## config.mk

```make
export PLATFORM = sky130hd
export DESIGN_NAME = cdb_arbiter
export DESIGN_NICKNAME = d
export VERILOG_FILES = /design/src/rtl/cdb_arbiter.sv
export SDC_FILE = /design/constraint.sdc
export NUM_CORES = 1
export LEC_CHECK = 0
export BUFFER_PORTS_ARGS = -buffer_cell sky130_fd_sc_hd__buf_4
export CAP_MARGIN = 20
export CELL_PAD_IN_SITES_DETAIL_PLACEMENT = 1
export CELL_PAD_IN_SITES_GLOBAL_PLACEMENT = 2
export CORE_MARGIN = 2
export CORE_UTILIZATION = 27
export DETAILED_ROUTE_END_ITERATION = 10
export PLACE_DENSITY_LB_ADDON = 0.05
export SETUP_SLACK_MARGIN = 0.4
export SYNTH_ARGS = -nofsm -noshare
export SYNTH_HDL_FRONTEND = slang
export SYNTH_SLANG_ARGS = --single-unit
```

## constraint.sdc

```tcl
create_clock -name clk -period 4.5 [get_ports clk]
set_clock_uncertainty 0.2 [all_clocks]
set_input_delay 0.45 -clock clk [delete_from_list [all_inputs] [get_ports clk]]
set_output_delay 0.45 -clock clk [all_outputs]
set_load 0.01 [all_outputs]
```

## src/rtl/cdb_arbiter.sv

```systemverilog
// cdb_arbiter: round-robin arbiter that grants one functional-unit result per cycle onto the registered CDB
module cdb_arbiter #(
    parameter int NUM_REQ = 6,
    parameter int DATA_W  = 16,
    parameter int TAG_W   = 3
) (
    input  logic                      clk,
    input  logic                      reset_n,
    input  logic                      flush,
    input  logic [NUM_REQ-1:0]        req_valid,
    input  logic [NUM_REQ*DATA_W-1:0] req_data,
    input  logic [NUM_REQ*TAG_W-1:0]  req_tag,
    output logic [NUM_REQ-1:0]        req_ready,
    output logic [DATA_W+TAG_W:0]     cdb_out
);
    localparam int PTR_W = $clog2(NUM_REQ);
    localparam logic [PTR_W-1:0] LAST = PTR_W'(NUM_REQ - 1);

    logic [PTR_W-1:0]      rr_ptr_q, rr_ptr_d, win;
    logic                  found, xfer;
    logic [DATA_W+TAG_W:0] cdb_q, cdb_d;

    function automatic logic [PTR_W-1:0] wrap_idx(input logic [PTR_W-1:0] base, input int off);
        int s;
        s = int'(base) + off;
        if (s >= NUM_REQ) s -= NUM_REQ;
        return PTR_W'(s);
    endfunction

    // Search from rr_ptr upward; iterating backwards lets the closest valid requester win last
    always_comb begin
        win   = '0;
        found = 1'b0;
        for (int k = NUM_REQ - 1; k >= 0; k--) begin
            if (req_valid[wrap_idx(rr_ptr_q, k)]) begin
                win   = wrap_idx(rr_ptr_q, k);
                found = 1'b1;
            end
        end
    end

    // Grant, broadcast capture and pointer advance; flush and reset suppress any transfer
    always_comb begin
        xfer      = found & ~flush & reset_n;
        req_ready = '0;
        if (xfer) req_ready[win] = 1'b1;
        cdb_d     = xfer ? {1'b1, req_data[int'(win)*DATA_W +: DATA_W], req_tag[int'(win)*TAG_W +: TAG_W]}
                         : {1'b0, cdb_q[DATA_W+TAG_W-1:0]};
        rr_ptr_d  = flush ? '0 : xfer ? ((win == LAST) ? '0 : win + 1'b1) : rr_ptr_q;
    end

    // State registers with asynchronous clear so a reset kills an in-flight broadcast at once
    always_ff @(posedge clk or negedge reset_n) begin
        if (!reset_n) begin
            cdb_q    <= '0;
            rr_ptr_q <= '0;
        end else begin
            cdb_q    <= cdb_d;
            rr_ptr_q <= rr_ptr_d;
        end
    end

    assign cdb_out = cdb_q;
endmodule

```

==> results.md <==
- I/O pin count: 149
- Post-Syn Instances: 354
- VDD IR max: around 0.45 mV
- EDFF count, synth: 0
- Setup crit end kind: primary output
- Worst path depth: 8
- Post-synthesis mux area share: 0.252
- Die width: 113 um
- Outcome: finished, final reports clean
- #FFs+latches synth: 23
- CP arrival: 3.33 ns
- Net Sw Power: between 2 and 2.5 mW
- Nets: between 600 and 700
- HP Class: input pin to flip-flop
- Synth-to-layout area growth: 50.0%
- R2R Path End: cdb_out[6]$_DFFE_PN0P_
- Largest net degree at the start of global routing: 39
- Total power per unit cell area: 1010 nW/um2
- Nature of the critical path startpoint: flip-flop
- Critical-path top delay cell: mux2i_2
- Max transition margin: 0.540
- Post-placement cell area: 4500 um2
- Setup crit start: rr_ptr_q[0]$_DFFE_PN0P_
- Static Leak: 2.11 nW
- End point of the critical path: req_ready[3]
- Critical R2R Launch: rr_ptr_q[2]$_DFFE_PN0P_
- R2R depth: 13
- Combinational Power Share: 0.878
- RSZ-0062 raised after global routing: true
- Reg2reg setup slack: 0.58 ns
- Net Count, Synth: 486
- Post-route cell area: 4780 um2
- Fin Setup TNS: 0 ns
- Post-route ant nets: 0
- Clk pwr share: 0.044
- DR WL/cell: roughly 21 um
- First-pass GRT wire length: 21.8 mm
- Number of buffers created by CTS: 3
- Post-DP HPWL: 10.4 mm
- Number of remaining DRC errors: 0
- XOR/XNOR Fraction of Synth Area: 0.0137
- Largest family of logic cells by synthesized area: compound AO/OA/AOI/OAI gates
- GR Util All Layers: 0.214
- Bufs and invs on worst path: 2
- FP Rows: 39
- Root Driver: clkbuf_16
- CTS tree: yes
- Max frequency: 251 MHz
- Synth warn: 0
- Post-synthesis sequential area ratio: 0.180
- Clock sinks: 23
- Final period demand of the worst path: just under 4 ns
- Top FF cell, synth: dfrtp_1
- Internal: 2.43 mW
- Setup-failing EPs final: 0
- Placed Cells: around 630
- # port buffers: 148
- Post-synthesis compound-gate area fraction: 0.357
- Period utilization: 0.884
- Initial antenna violation count: 0
- Max Cap Viol: 0
- Final std cells w/o fill: 648
- Clock Path Buffers: 2
- # diodes: 0
- Mapped cell area: 3190 um2
- Total Wirelength: roughly 14 mm
- Simple-Gate Fraction of Synth Area: 0.0894
- Final hold vios: 0
- Seq pwr share: 0.078
- Initial Util: 0.278
- Filler Cells Inserted: 1358
- DRT Pass-1 Iters: 7
- Number of global-route vias before repair: 3897
- Clock Latency Late Sink: 0.26 ns
- Switching share of power: 0.499
- Tightest Pin Transition: 0.688 ns
- Vias: roughly 3800
- Total grt overflow: 0
- Netlist cell types: 57
- Max Slew Vio Count: 0
- Detailed Route Iter0 Violations: 331
- Die Y: 113 um
- Crit Path Class: flip-flop to primary output
- Required @ worst endpoint: ~3.9 ns
- Adder-cell share of the synthesized area: 0.0353
- DIE AREA: 12700 um2
- Post-Syn Area per Cell: 9.01 um2
- H-tree levels: 1
- Core box area: between 10000 and 15000 um2
- Placer Congestion: approximately 0.9
- Max FO, Critical Path: 23
- CP Cell Sequence: buf_6, mux2i_2, mux2i_1, a21oi_4, nand3_1, o221a_2, nor4_1, buf_4
- Delay-heaviest family, CP: multiplexers
- CTS clk-pin slew, worst paths: ~0.070 ns
- Share of layout cells above drive strength 1: 0.511
- CP peak stage delay: between 0.5 and 0.6 ns
- Ys async rst share: 1.00
- Vias/cell: 5.83
## cell type report
type,count,area (um2),area share
clock buffer,3,75.1,0.0157
clock inverter,1,5.00,0.00105
inverter,8,32.5,0.00680
multi-input combinational,288,2510,0.525
sequential,23,579,0.121
tap,143,179,0.0374
timing repair buffer,182,1400,0.293
## how the worst min path moves through the flow
stage | startpoint | endpoint | cells after the start | slack, ns
3_5_place_dp | reset_n | cdb_out[15]$_DFFE_PN0P_ | 1 | 0.20
5_1_grt | flush | cdb_out[19]$_DFF_PN0_ | 2 | 0.21
2_1_floorplan | reset_n | cdb_out[0]$_DFFE_PN0P_ | 0 | -0.05
3_3_place_gp | reset_n | cdb_out[15]$_DFFE_PN0P_ | 1 | 0.20
6_report | flush | cdb_out[19]$_DFF_PN0_ | 2 | 0.21
4_1_cts | flush | cdb_out[19]$_DFF_PN0_ | 2 | 0.21
## repair_timing
| item | CTS | global route |
|---|---|---|
| gates cloned | 1 | 0 |
| gates resized for setup | 12 | 11 |
| endpoints found under the hold margin | 23 | 0 |
| setup buffers | 1 | 7 |
| setup endpoints to repair | 25 | 12 |
| hold buffers | 1 | 0 |
| pin swaps | 2 | 4 |
## power groups by stage
| stage | clock [mW] | combinational (mW) | sequential [mW] |
|---|---|---|---|
| after detailed placement | 0 | 3.93 | 0.379 |
| after global routing | 0.222 | 4.61 | 0.392 |
| after CTS | 0.214 | 4.10 | 0.376 |
| final | 0.211 | 4.25 | 0.378 |
| after floorplan | 0 | 2.76 | 0.411 |
| after global placement | 0 | 3.89 | 0.376 |
## kinds of logic after synthesis
kind of cell	Yosys count
flip-flops	23
multiplexers	74
XOR/XNOR	5
AO/OA/AOI/OAI	144
AND/OR/NAND/NOR	55
adder cells (fa/ha/maj)	9
buffers and inverters	44
## per-stage QoR
step / utilization / worst slack, ns / hold WS [ns] / total power [mW]
floorplan: - / 0.431 / -0.0456 / 3.17
global placement: 0.392 / 0.298 / 0.196 / 4.27
detailed placement: 0.392 / 0.272 / 0.198 / 4.31
CTS: 0.407 / 0.384 / 0.209 / 4.69
global route: 0.417 / 0.330 / 0.213 / 5.22
finish: 0.417 / 0.520 / 0.210 / 4.84
## sequential cells by signal (all words and copies together), names as in the netlist
name      flops
rr_ptr_q      3
cdb_out      20
## synth_stat cells, types with 3 or more instances
cell | number | share of area
xnor2_1 | 3 | 0.0082
nand3_1 | 4 | 0.0063
a21o_1 | 4 | 0.0094
a21oi_1 | 6 | 0.0094
ha_1 | 9 | 0.035
buf_6 | 5 | 0.018
nor2_1 | 10 | 0.012
o22ai_1 | 22 | 0.043
o21ai_1 | 3 | 0.0047
o22a_1 | 19 | 0.052
nor4_1 | 4 | 0.0078
inv_1 | 8 | 0.0094
a222oi_1 | 38 | 0.12
buf_1 | 3 | 0.0035
clkbuf_1 | 14 | 0.016
buf_4 | 4 | 0.0094
buf_2 | 10 | 0.016
nor3_1 | 7 | 0.011
and3_1 | 4 | 0.0078
mux2_2 | 41 | 0.14
a31oi_1 | 5 | 0.0098
nand2_1 | 13 | 0.015
o21ai_0 | 22 | 0.035
dfrtp_1 | 23 | 0.18
mux2i_1 | 32 | 0.10
## routing by layer
layer	up-vias	track usage	wire, um	part of all wire
met4	0	0.0407	136	0.0098
met3	11	0.0459	875	0.063
met5	-	0	0	0
met2	106	0.350	6700	0.48
li1	1772	-	-	-
met1	1891	0.292	6220	0.45
## cell usage in the layout, fill, tap and decap left out, types with 7 or more instances in the layout
master    netlist  layout
a222oi_1       38      38
buf_4           4     176
dfrtp_1        23      20
ha_1            9       8
inv_1           8       7
mux2_2         41      41
mux2i_1        32      28
nand2_1        13      13
nor2_1         10       9
nor3_1          7       7
o21ai_0        22      22
o22a_1         19      19
o22ai_1        22      22
(Power assumes the default switching activity.)
